`src/rtl/pipe_pkg.sv`:
```
// Shared pipeline types: stage-slot record, forwarding select codes and a
// small helper for register-match tests against the ID sources.
package pipe_pkg;

   localparam logic [1:0] FWD_REG   = 2'b00;
   localparam logic [1:0] FWD_EXMEM = 2'b10;
   localparam logic [1:0] FWD_MEMWB = 2'b01;

   typedef struct packed {
      logic       valid;
      logic [4:0] rd;
      logic [4:0] rs1;
      logic [4:0] rs2;
      logic       use_rs1;
      logic       use_rs2;
      logic       regwrite;
      logic       memread;
   } slot_t;

   localparam slot_t SLOT_EMPTY = '0;

   // True when a nonzero destination matches either used source; x0 never hits.
   function automatic logic rd_hits(input logic [4:0] rd,
                                    input logic [4:0] rs1, input logic use1,
                                    input logic [4:0] rs2, input logic use2);
      return (rd != 5'd0) && ((use1 && (rd == rs1)) || (use2 && (rd == rs2)));
   endfunction

endpackage

```
`src/rtl/fwd_select.sv`:
```
// EX-stage operand forwarding select for one source register.
module fwd_select
   import pipe_pkg::*;
(
   input  logic [4:0] rs,
   input  logic       use_rs,
   input  slot_t      mem_slot,
   input  slot_t      wb_slot,
   output logic [1:0] sel
);

   logic unused_fields;
   assign unused_fields = ^{mem_slot.rs1, mem_slot.rs2, mem_slot.use_rs1, mem_slot.use_rs2,
                            mem_slot.memread, wb_slot.rs1, wb_slot.rs2, wb_slot.use_rs1,
                            wb_slot.use_rs2, wb_slot.memread};

   // The younger producer (MEM) wins over WB when both write the same register.
   always_comb begin
      sel = FWD_REG;
      if (use_rs && mem_slot.valid && mem_slot.regwrite &&
          (mem_slot.rd != 5'd0) && (mem_slot.rd == rs)) begin
         sel = FWD_EXMEM;
      end else if (use_rs && wb_slot.valid && wb_slot.regwrite &&
                   (wb_slot.rd != 5'd0) && (wb_slot.rd == rs)) begin
         sel = FWD_MEMWB;
      end
   end

endmodule

```
`src/rtl/hazard_controller.sv`:
```
// Five-stage pipeline sequencing: freeze/stall/bubble/flush control from a
// shadow copy of the EX, MEM and WB instructions, plus EX forwarding selects.
module hazard_controller
   import pipe_pkg::*;
#(
   parameter int CNT_W = 16
) (
   input  logic             clk_i,
   input  logic             rst_i,
   input  logic [4:0]       id_rs1_i,
   input  logic [4:0]       id_rs2_i,
   input  logic             id_use_rs1_i,
   input  logic             id_use_rs2_i,
   input  logic [4:0]       id_rd_i,
   input  logic             id_regwrite_i,
   input  logic             id_memread_i,
   input  logic             id_branch_i,
   input  logic             branch_taken_i,
   input  logic             mem_stall_i,
   output logic             pc_write_o,
   output logic             ifid_write_o,
   output logic             ifid_flush_o,
   output logic             idex_bubble_o,
   output logic             pipe_freeze_o,
   output logic [1:0]       fwd_a_o,
   output logic [1:0]       fwd_b_o,
   output logic [CNT_W-1:0] stall_cnt_o,
   output logic [CNT_W-1:0] flush_cnt_o
);

   localparam logic [CNT_W-1:0] CNT_ONE = {{(CNT_W-1){1'b0}}, 1'b1};
   localparam logic [CNT_W-1:0] CNT_MAX = {CNT_W{1'b1}};

   slot_t            ex_reg, mem_reg, wb_reg;
   slot_t            ex_next;
   logic [CNT_W-1:0] stall_cnt_reg, flush_cnt_reg;
   logic             load_use, branch_hazard, stall_event, flush_event;

   always_comb begin
      load_use      = ex_reg.valid && ex_reg.memread &&
                      rd_hits(ex_reg.rd, id_rs1_i, id_use_rs1_i, id_rs2_i, id_use_rs2_i);
      // Branches compare in ID, so they also wait for EX ALU results and MEM loads.
      branch_hazard = id_branch_i &&
                      ((ex_reg.valid && ex_reg.regwrite &&
                        rd_hits(ex_reg.rd, id_rs1_i, id_use_rs1_i, id_rs2_i, id_use_rs2_i)) ||
                       (mem_reg.valid && mem_reg.memread &&
                        rd_hits(mem_reg.rd, id_rs1_i, id_use_rs1_i, id_rs2_i, id_use_rs2_i)));
   end

   always_comb begin
      pc_write_o    = 1'b1;
      ifid_write_o  = 1'b1;
      ifid_flush_o  = 1'b0;
      idex_bubble_o = 1'b0;
      pipe_freeze_o = 1'b0;
      stall_event   = 1'b0;
      flush_event   = 1'b0;
      if (mem_stall_i) begin
         pc_write_o    = 1'b0;
         ifid_write_o  = 1'b0;
         pipe_freeze_o = 1'b1;
         stall_event   = 1'b1;
      end else if (load_use || branch_hazard) begin
         pc_write_o    = 1'b0;
         ifid_write_o  = 1'b0;
         idex_bubble_o = 1'b1;
         stall_event   = 1'b1;
      end else if (id_branch_i && branch_taken_i) begin
         ifid_flush_o  = 1'b1;
         flush_event   = 1'b1;
      end
   end

   always_comb begin
      ex_next = SLOT_EMPTY;
      if (!idex_bubble_o) begin
         ex_next.valid    = 1'b1;
         ex_next.rd       = id_rd_i;
         ex_next.rs1      = id_rs1_i;
         ex_next.rs2      = id_rs2_i;
         ex_next.use_rs1  = id_use_rs1_i;
         ex_next.use_rs2  = id_use_rs2_i;
         ex_next.regwrite = id_regwrite_i;
         ex_next.memread  = id_memread_i;
      end
   end

   always_ff @(posedge clk_i) begin
      if (rst_i) begin
         ex_reg        <= SLOT_EMPTY;
         mem_reg       <= SLOT_EMPTY;
         wb_reg        <= SLOT_EMPTY;
         stall_cnt_reg <= '0;
         flush_cnt_reg <= '0;
      end else begin
         if (!pipe_freeze_o) begin
            ex_reg  <= ex_next;
            mem_reg <= ex_reg;
            wb_reg  <= mem_reg;
         end
         if (stall_event && (stall_cnt_reg != CNT_MAX)) begin
            stall_cnt_reg <= stall_cnt_reg + CNT_ONE;
         end
         if (flush_event && (flush_cnt_reg != CNT_MAX)) begin
            flush_cnt_reg <= flush_cnt_reg + CNT_ONE;
         end
      end
   end

   assign stall_cnt_o = stall_cnt_reg;
   assign flush_cnt_o = flush_cnt_reg;

   logic [1:0][4:0] ex_src;
   logic [1:0]      ex_use;
   logic [1:0][1:0] fwd_sel;

   assign ex_src[0] = ex_reg.rs1;
   assign ex_src[1] = ex_reg.rs2;
   assign ex_use[0] = ex_reg.valid && ex_reg.use_rs1;
   assign ex_use[1] = ex_reg.valid && ex_reg.use_rs2;

   generate
      for (genvar gi = 0; gi < 2; gi++) begin : g_fwd
         fwd_select u_fwd (
            .rs       (ex_src[gi]),
            .use_rs   (ex_use[gi]),
            .mem_slot (mem_reg),
            .wb_slot  (wb_reg),
            .sel      (fwd_sel[gi])
         );
      end
   endgenerate

   assign fwd_a_o = fwd_sel[0];
   assign fwd_b_o = fwd_sel[1];

endmodule

```
`config.mk`:
```
export PLATFORM = sky130hd
export DESIGN_NAME = hazard_controller
export DESIGN_NICKNAME = d
export VERILOG_FILES = /design/src/rtl/pipe_pkg.sv /design/src/rtl/fwd_select.sv /design/src/rtl/hazard_controller.sv
export SDC_FILE = /design/constraint.sdc
export NUM_CORES = 1
export LEC_CHECK = 0
export ABC_CLOCK_PERIOD_IN_PS = 5400
export CORE_ASPECT_RATIO = 1.2
export CORE_UTILIZATION = 35
export DETAILED_ROUTE_END_ITERATION = 16
export SYNTH_ARGS = -nofsm -noshare
export SYNTH_HDL_FRONTEND = slang
export SYNTH_SLANG_ARGS = --single-unit
```
`constraint.sdc`:
```
create_clock -name clk_i -period 5.4 [get_ports clk_i]
set_input_delay 1.35 -clock clk_i [delete_from_list [all_inputs] [get_ports clk_i]]
set_output_delay 1.35 -clock clk_i [all_outputs]
set_load 0.05 [all_outputs]
```
==> results_dict.tcl <==
set metrics [dict create \
    required_ps 4050 \
    via_per_inst 5.32 \
    clkTransAtPathRegs_ps 50 \
    antenna_found_initial 0 \
    slew_viol_final 0 \
    die_y_um 111 \
    grt_usage_pct 18.0 \
    cp_max_fo 3 \
    drt_iter0_drc 122 \
    synth_top_area_cell "dfxtp_1" \
    drive_above_1_share_pct 8.97 \
    vias 3088 \
    cts_hold_buf 0 \
    worstPathArrival_ps 3070 \
    worst_setup_path_start_kind "input port" \
    syn2layout_area_growth_pct 28.9 \
    place_inst 564 \
    cp_cell_sequence "clkdlybuf4s50_1, xnor2_1, nand4_1, o22ai_1, a221o_1, nor2_1, buf_12" \
    synthTopCellsByArea "dfxtp_1, nor2_1, xnor2_1" \
    drc_errors 0 \
    cpPeakStageDelay_ps 490 \
    num_rows 39 \
    final_util_pct 46.8 \
    core_um2 9610 \
    synth_edf_count 0 \
    hold_viol 0 \
    ys_types 41 \
    fin_area_um2 4500 \
    yosys-top-cells-count "dfxtp_1, nor2_1, xnor2_1" \
    grt_overflow 0 \
    run_status "completed" \
    cts_root_buffer "clkbuf_16" \
    place_hpwl_mm 6.04 \
    syn_area_per_cell_um2 8.68 \
    relSlewSlack_pct 25.0 \
    placed_cell_area_um2 4180 \
    hold_class "register to register" \
    htree_levels 3 \
    cts_sinks 67 \
    cellPowerDensity_nw_per_um2 278 \
    io_pins 65 \
    grt_max_degree 55 \
    netlist_area_um2 3490 \
    synth_top_area_share_pct 38.4 \
    cts_tree "yes" \
    worstMarginPinSlew_ps 1120 \
    fmax_ghz 0.226 \
    wl_per_cell_um 15.5 \
    rsz0062_at_grt "false" \
    grt_pass1_vias 2922 \
    post-cts-setup-buffers 0 \
    drt-pass1-iter-count 4 \
    initial_core_util_pct 36.3 \
    peakVddDrop_v 0.000133 \
    period_share_pct 81.8 \
    setup_tns_ps 0 \
    ys.flop_type "dfxtp_1" \
    highest_layer "met4" \
    synth_nets 428 \
    clock_path_buffers 2 \
    drv_cap 0 \
    instances_no_fill 580 \
    synth_cells 402 \
    layout.nets 478 \
    die_x_um 93.2 \
    grt_pass1_wl_mm 14.7 \
    wl_met2_mm 4.29 \
    async_flop_share_pct 0 \
    ys_ff_latch 67 \
    p_leak_nw 1.72 \
    finalSetupViolCount 0 \
    largest_reg_flops 20 \
    numPortBuffers 64 \
    n_antenna_cell 0 \
    fin_skew_ps 7.48 \
    holdWs_ps 498 \
    yosysWarningCount 0 \
    dieArea_um2 10400 \
    slowest_stage "clkdlybuf4s50_1" \
    cp-end-kind "output pin" \
    route.met3.wl_um 473 \
    met1_length_mm 4.13 \
    cts_resized 0 \
    finalCriticalPeriod_ps 4420 \
    synth-seq-area-share_pct 38.4 \
    insertion_delay_ps 330 \
    drt-total-wl_mm 9.01 \
    cts_buffers 9 \
    globalplace.congestion 0.824 \
    critPathKind "input port to output pin" \
    final_antenna_net_count 0 \
    yosysMostFrequentCell "dfxtp_1" \
]
layer usage:
layer	global-route usage, %	vias to the layer above
li1	-	1533
met1	23.4	1442
met2	28.9	98
met3	5.12	15
met4	5.74	0
met5	0	-
layout make-up:
class	count	area, um2
Clock buffer	12	267
Clock inverter	4	47.5
Inverter	2	7.51
Timing Repair Buffer	68	691
Fill cell	928	5110
Tap cell	123	154
Multi-Input combinational cell	304	1990
Sequential cell	67	1340
critical path, delay by kind of cell:
kind | cells | cell delay, ps
AO/OA/AOI/OAI | 2 | 560
XOR/XNOR | 1 | 170
buffers and inverters | 2 | 650
AND/OR/NAND/NOR | 2 | 330
where the power goes:
group / internal (mW) / switching (mW) / total (mW)
Combinational: 0.0568 / 0.0669 / 0.124
Clock: 0.393 / 0.208 / 0.601
Sequential: 0.508 / 0.0195 / 0.527
cells by family after synthesis:
group	Yosys count	synth area share [%]
fa+ha+maj	2	0.717
xor+xnor	40	10.0
simple gates	174	26.0
mux	32	9.86
flops	67	38.4
buf+inv	31	4.55
compound gates	56	10.5
cell usage in the layout, fill, tap and decap left out, types with 3 or more instances in the layout:
cell,n
dfxtp_1,67
nor2_1,59
clkdlybuf4s50_1,58
xnor2_1,24
nand3_1,22
a22oi_1,20
a21oi_1,17
xor2_1,16
nor2b_1,16
mux2i_1,16
nand4_1,12
nand2_1,11
or4_1,10
nor3_1,10
mux2_2,10
and3_1,9
clkbuf_16,9
or3_1,7
o31ai_1,7
o21ai_0,6
buf_4,6
nor4_1,5
mux2_1,5
and4_1,3
nand2b_1,3
clkbuf_8,3
buf_12,3
through the flow:
step / worst slack (ps) / power, mW
4_1_cts: 965 / 1.27
3_3_place_gp: 994 / 0.658
5_1_grt: 890 / 1.30
2_1_floorplan: 1160 / 0.615
3_5_place_dp: 970 / 0.661
6_report: 984 / 1.25
worst paths after layout:
| kind | cells after the start | from | slack [ps] | end |
|---|---|---|---|---|
| setup / recovery | 7 | id_rs2_i[0] | 980 | ifid_flush_o |
| hold / removal | 2 | mem_reg[0] | 500 | mem_reg[0] |
| setup reg to reg | 8 | mem_reg[16] | 2260 | flush_cnt_o[14] |
| hold reg to reg | 2 | mem_reg[0] | 500 | mem_reg[0] |
No activity file was read; power rests on OpenSTA's default activity.
